--- src/rtl/pipe_stage_reg.sv ---
// pipe_stage_reg: generic inter-stage pipeline register with a 2-entry skid
// buffer. in_ready, out_valid and out_data all come straight from flops, so
// back-pressure never forms a combinational path across the stage boundary.
module pipe_stage_reg #(
  parameter int WIDTH          = 32,
  parameter bit ZERO_ON_BUBBLE = 1'b1,
  parameter int CNT_W          = 16
) (
  input  logic             clk,
  input  logic             rst,
  input  logic             flush,
  input  logic             in_valid,
  output logic             in_ready,
  input  logic [WIDTH-1:0] in_data,
  output logic             out_valid,
  input  logic             out_ready,
  output logic [WIDTH-1:0] out_data,
  output logic [CNT_W-1:0] stall_cnt
);

  typedef enum logic [1:0] {
    S_EMPTY = 2'd0,
    S_ONE   = 2'd1,
    S_FULL  = 2'd2
  } state_t;

  state_t           state;
  logic [WIDTH-1:0] skid_q;
  logic             accept;
  logic             consume;

  assign accept  = in_valid & in_ready;
  assign consume = out_valid & out_ready;

  // Occupancy FSM; out_valid/in_ready are registered copies of (state!=EMPTY)
  // and (state!=FULL), updated together with the state so they never diverge.
  // out_data is the main register itself.
  always_ff @(posedge clk or posedge rst) begin
    if (rst) begin
      state     <= S_EMPTY;
      out_valid <= 1'b0;
      in_ready  <= 1'b1;
      out_data  <= '0;
      skid_q    <= '0;
    end else if (flush) begin
      // Flush wins over everything: held beats and the offered beat die.
      state     <= S_EMPTY;
      out_valid <= 1'b0;
      in_ready  <= 1'b1;
      if (ZERO_ON_BUBBLE) begin
        out_data <= '0;
        skid_q   <= '0;
      end
    end else begin
      case (state)
        S_EMPTY: begin
          if (accept) begin
            out_data  <= in_data;
            state     <= S_ONE;
            out_valid <= 1'b1;
          end
        end
        S_ONE: begin
          if (accept && consume) begin
            // Pass-through at full rate: main simply takes the new beat.
            out_data <= in_data;
          end else if (consume) begin
            state     <= S_EMPTY;
            out_valid <= 1'b0;
            if (ZERO_ON_BUBBLE) out_data <= '0;
          end else if (accept) begin
            // Downstream stalled: park the beat in skid, drop in_ready.
            skid_q   <= in_data;
            state    <= S_FULL;
            in_ready <= 1'b0;
          end
        end
        S_FULL: begin
          // No accept possible here; skid drains into main on consume.
          if (consume) begin
            out_data <= skid_q;
            state    <= S_ONE;
            in_ready <= 1'b1;
          end
        end
        default: begin
          state     <= S_EMPTY;
          out_valid <= 1'b0;
          in_ready  <= 1'b1;
        end
      endcase
    end
  end

  // Saturating back-pressure counter; only reset clears it, flush does not.
  always_ff @(posedge clk or posedge rst) begin
    if (rst) begin
      stall_cnt <= '0;
    end else if (out_valid && !out_ready && (stall_cnt != {CNT_W{1'b1}})) begin
      stall_cnt <= stall_cnt + CNT_W'(1);
    end
  end

endmodule

--- config.mk ---
export PLATFORM = sky130hd
export DESIGN_NAME = pipe_stage_reg
export DESIGN_NICKNAME = d
export VERILOG_FILES = /design/src/rtl/pipe_stage_reg.sv
export SDC_FILE = /design/constraint.sdc
export NUM_CORES = 1
export LEC_CHECK = 0
export ABC_CLOCK_PERIOD_IN_PS = 3700
export CAP_MARGIN = 10
export CORE_MARGIN = 2
export CORE_UTILIZATION = 40
export DETAILED_ROUTE_END_ITERATION = 6
export DONT_BUFFER_PORTS = 1
export PLACE_DENSITY = 0.65
export SETUP_SLACK_MARGIN = 0.4
export SKIP_CTS_REPAIR_TIMING = 1
export SLEW_MARGIN = 20
export SYNTH_ARGS = -nofsm -noshare
export SYNTH_HDL_FRONTEND = slang
export SYNTH_SLANG_ARGS = --single-unit
export TNS_END_PERCENT = 5
--- constraint.sdc ---
create_clock -name clk -period 3.7 [get_ports clk]
set_input_delay 0.925 -clock clk [delete_from_list [all_inputs] [get_ports clk]]
set_output_delay 0.925 -clock clk [all_outputs]
set_load 0.02 [all_outputs]
-- After elaboration in Yosys (flattened, before gate mapping)
Cells that the tools add are included.
- register bits after elaboration: 84
- output and inout port bits: 50
- input port bits: 37
- reduce and logical (&&, ||, !) cells: 13
- equality and inequality tests: 15
- add/subtract/negate cells: 1
- muxes and demuxes: 28
- bitwise gates (word level): 2
- operator list (operator ; number):
    $mux 32 ; 9
    $pmux 32 s3 ; 1
    $ne 3x3->1 const B ; 6
    $add 16x1->16 const B ; 1
    $ne 16x16->1 const B ; 1
    $reduce_and 4->1 ; 4
    $mux 2 ; 6
    $mux 1 ; 9
    $ne 2x2->1 const B ; 4
    $ne 4x4->1 const B ; 2
    $pmux 1 s3 ; 2
    $pmux 2 s3 ; 1
    $reduce_and 5->1 ; 1
    $reduce_bool 2->1 ; 2
    $reduce_bool 4->1 ; 1
    $logic_and 1x1->1 ; 3
    $and 1x1->1 ; 2
    $eq 2x1->1 const B ; 1
    $eq 2x2->1 const B ; 1
    $logic_not 2->1 ; 1
    $logic_not 1->1 ; 1

-- Longest topological paths before layout
- word-level depth: 6
- depth in mapped cells: 8

-- Worst setup path after synthesis
OpenSTA, ideal clock, no wires.
- path kind: input to register
- start: in in_valid
- end: reg out_data[0]
- buffers on the path: 1
- cell stages on the path: 6
- setup slack: 1.756 ns
- data arrival time: 1.815 ns
- required time: 3.570 ns
- cell sequence: nand2_1 > and2_1 > nor3_1 > nor2_1 > clkbuf_1 > o2bb2ai_1
- cells in the longest elaborated chain, start to end: 5
- elaborated cells on any way between the ends: 8
- those cells by class: eq/ne (2); mux (3); bitwise (1); reduce/logical (2)
- ends and longest elaborated chain (element ; line ; source):
    start, declared ; 12 ; input logic in_valid,
    $and 1x1->1 (*) ; 32 ; assign accept = in_valid & in_ready;
    $logic_and 1x1->1 ; 64 ; if (accept && consume) begin
    $mux 32 ; 64 ;
    $pmux 32 s3 ; 55 ; case (state)
    $mux 32 ; 45 ; end else if (flush) begin
    end signal, assigned ; 58 ; out_data <= in_data;
    end signal, assigned ; 66 ; out_data <= in_data;
    end signal, assigned ; 81 ; out_data <= skid_q;
    end, declared ; 17 ; output logic [WIDTH-1:0] out_data,
Mark *: on every way between the ends. The rest lies on a longest branch, timed or not.
A chain may end at the register's enable or synchronous reset.

-- Worst setup path in the final report
- start: reg state[1]
- end: reg out_data[5]
- cells in the longest elaborated chain, start to end: 3
- elaborated cells on any way between the ends: 10
- those cells by class: eq/ne (5); mux (2); reduce/logical (3)
- ends and longest elaborated chain (element ; line ; source):
    start, declared ; 27 ; state_t state;
    start signal, assigned ; 40 ; state <= S_EMPTY;
    start signal, assigned ; 47 ; state <= S_EMPTY;
    start signal, assigned ; 59 ; state <= S_ONE;
    $eq 2x1->1, or another cell as far along ; 55 ;
    $ne 4x4->1 (no source line), or another cell as far along ; - ;
    $reduce_and 4->1 (no source line) / $mux 32 (equally long branches) ; - ;
Parallel ways exist; a longest one is shown, timed or not.

==> run metrics <==
status=finished, final reports clean; Starting DRT DRC Count=98; average routed wire per standard cell=approximately 18 um; Max-slew headroom=0.4580; Fill cells=about 840; setup repair after global routing missed its margin=false; CTS tree=built; Mapped Area=3725 sq um; ANT nets after route=0; TNS Setup=0 ns; Slew Limit Fails=0; Final setup viols=0; Yosys Warn Count=0; die width=between 100 and 150 um; register area share after synthesis=0.5647; Clock transition at path regs=roughly 0.090 ns; Chip Height=between 100 and 150 um; Peak VDD IR=around 0.32 mV; worst hold slack=0.5205 ns; Tmin final=approximately 2.3 ns; EDFF count, synth=0; Tot GR Track Use=0.1778; Clock Latency Late Sink=0.35 ns; R2R depth=8; gr ovfl total=0; core area=between 9000 and 10,000 sq um; port bufs=0; layout cell share with drive strength beyond 1=0.09887; number of global-route vias before repair=2,620; worst setup path end=out_data[5]$_DFFE_PP0P_; mux cell area share after synthesis=0.003023; CP startpoint=state[1]$_DFFE_PP0P_; number of nets in the layout=390; final wirelength=8.556 mm; largest net degree at the start of global routing=between 50 and 60; Placed Area=approximately 3800 sq um; clock root buffer=clkbuf_8; area share of fa/ha/maj cells after synthesis=0.01344; global-route wire length before repair=around 14 mm; Synth cell types=35; Worst EP arrival=between 2 and 3 ns; Ports=87; initial antenna violation count=0; clk sinks=84; Pwr Density=approximately 760 nW/um^2; critical path type=flop to flop; Post-Route Skew=roughly 0.011 ns; Die ar.=around 10,000 sq um; number of synthesized register bits=84; DR pass1 iterations=4; CP Data Required Time=between 3 and 4 ns; f_max=437.4 MHz; Final period util=0.6179; Area growth syn-to-layout=10.65%; Synth Area in Simple Gates=0.1418; H-tree Lvls=3; Synth Area in Compound Gates=0.2059; Syn Area/Cell=~11 sq um; largest family of logic cells by synthesized area=compound AO/OA/AOI/OAI gates; Starting Density=0.4070; DRC=0; total CTS buffers=9; Critical Path Fanout Max=17; power after layout=3118 uW; Cells after Synth=354; CP Launch Type=flop; ANT cells=0; via count=~2,700; HPWL Detailed=roughly 5.5 mm; dominant register cell in the synthesized netlist=dfrtp_1; RR Startpoint=state[1]$_DFFE_PP0P_; Post-synth ARST share=1.000; min-delay worst type=flop to flop; crit end category=flop; final instance area=4121 sq um; vias per cell=between 5 and 6; # rows=35; clk buf depth=2; Post-Synth XOR/XNOR Area=0.03997; Final Hold Fails=0; Placer Congestion=between 0.7 and 0.8; reg2reg end=out_data[5]$_DFFE_PP0P_; Leakage Power=0.001780 uW; R2R Setup Slk=between 1 and 1.5 ns; maximum capacitance violations=0; worst slew pin tran=0.8130 ns; Synthesized Nets=between 300 and 400
layout by cell type, fill, tap and decap left out, types with 2 or more instances in the layout:
cell type	count
nand2_1	75
nor2_1	9
nand3_1	6
o2bb2ai_1	32
inv_1	4
xnor2_1	11
bufinv_16	5
ha_1	4
and2_1	3
clkbuf_8	9
a21oi_1	37
and3_1	2
a22oi_1	32
nand4_1	3
buf_4	8
xor2_1	6
dfrtp_1	83
and4_1	3
logic make-up (layout without fill, tap and decap cells):
logic type / count (synthesis) / after routing
AND/OR/NAND/NOR: 112 / 112
AO/OA/AOI/OAI: 107 / 107
flip-flops: 84 / 84
buffers and inverters: 29 / 29
XOR/XNOR: 17 / 17
adder cells (fa/ha/maj): 4 / 4
multiplexers: 1 / 1
stage by stage:
step / utilization / std cells / setup slack, ns
final: 0.4503 / 465 / 1.414
after detailed placement: 0.4189 / 449 / 1.297
after global placement: 0.4189 / 449 / 1.311
after floorplan: - / 354 / 0.6115
after CTS: 0.4502 / 465 / 1.435
after global routing: 0.4503 / 465 / 1.182
state kept, by name, indices dropped and copies added (netlist names):
register,cells
out_data,32
out_valid,1
skid_q,32
in_ready,1
state,2
stall_cnt,16
cell usage after synthesis, drive strengths merged (2+ instances only):
cell	n	area share
xnor2	11	0.026
inv	5	0.0050
nand2	75	0.076
xor2	6	0.014
nand4	5	0.014
o21ai	2	0.0027
a21oi	37	0.050
ha	4	0.013
nand3	6	0.0081
buf	6	0.0081
and4	3	0.0071
a22oi	32	0.064
nor2	10	0.010
and2	3	0.0050
and3	2	0.0034
clkbuf	18	0.018
dfrtp	83	0.56
o2bb2ai	32	0.075
nor3	2	0.0040
critical path: stages, from the launching register on:
cell	delay, ns
dfrtp_1	0.40
inv_1	0.08
ha_1	0.31
nor2_1	0.09
a21oi_1	0.12
nor3_1	0.09
nor2_2	0.58
buf_4	0.37
o2bb2ai_1	0.16
report_power, final:
| group | total [uW] | switching, uW | internal, uW |
|---|---|---|---|
| logic | 703 | 455 | 248 |
| clock network | 915 | 327 | 588 |
| registers | 1500 | 376 | 1120 |
worst min-delay path by stage:
stage	startpoint	cells past startpoint	to
after floorplan	skid_q[0]$_DFFE_PP0P_	2	skid_q[0]$_DFFE_PP0P_
after global placement	skid_q[6]$_DFFE_PP0P_	2	skid_q[6]$_DFFE_PP0P_
after detailed placement	skid_q[6]$_DFFE_PP0P_	2	skid_q[6]$_DFFE_PP0P_
after CTS	skid_q[6]$_DFFE_PP0P_	2	skid_q[6]$_DFFE_PP0P_
after global routing	skid_q[10]$_DFFE_PP0P_	2	skid_q[10]$_DFFE_PP0P_
final	skid_q[17]$_DFFE_PP0P_	2	skid_q[17]$_DFFE_PP0P_
area by class of cell:
type | instances | area (sq um) | area share
Sequential cell | 84 | 2103 | 0.5103
Multi-Input combinational cell | 241 | 1511 | 0.3667
Clock inverter | 6 | 158.9 | 0.03855
Tap cell | 111 | 138.9 | 0.03370
Clock buffer | 10 | 127.6 | 0.03097
Timing Repair Buffer | 8 | 60.06 | 0.01457
Inverter | 5 | 21.27 | 0.005161
routing by layer:
layer	up-vias	share of wire	track usage
li1	1257	-	-
met1	1337	0.46	0.2488
met3	4	0.056	0.05201
met4	0	0.0075	0.05058
met5	-	0	0
met2	66	0.47	0.2705
(Power assumes the default switching activity.)
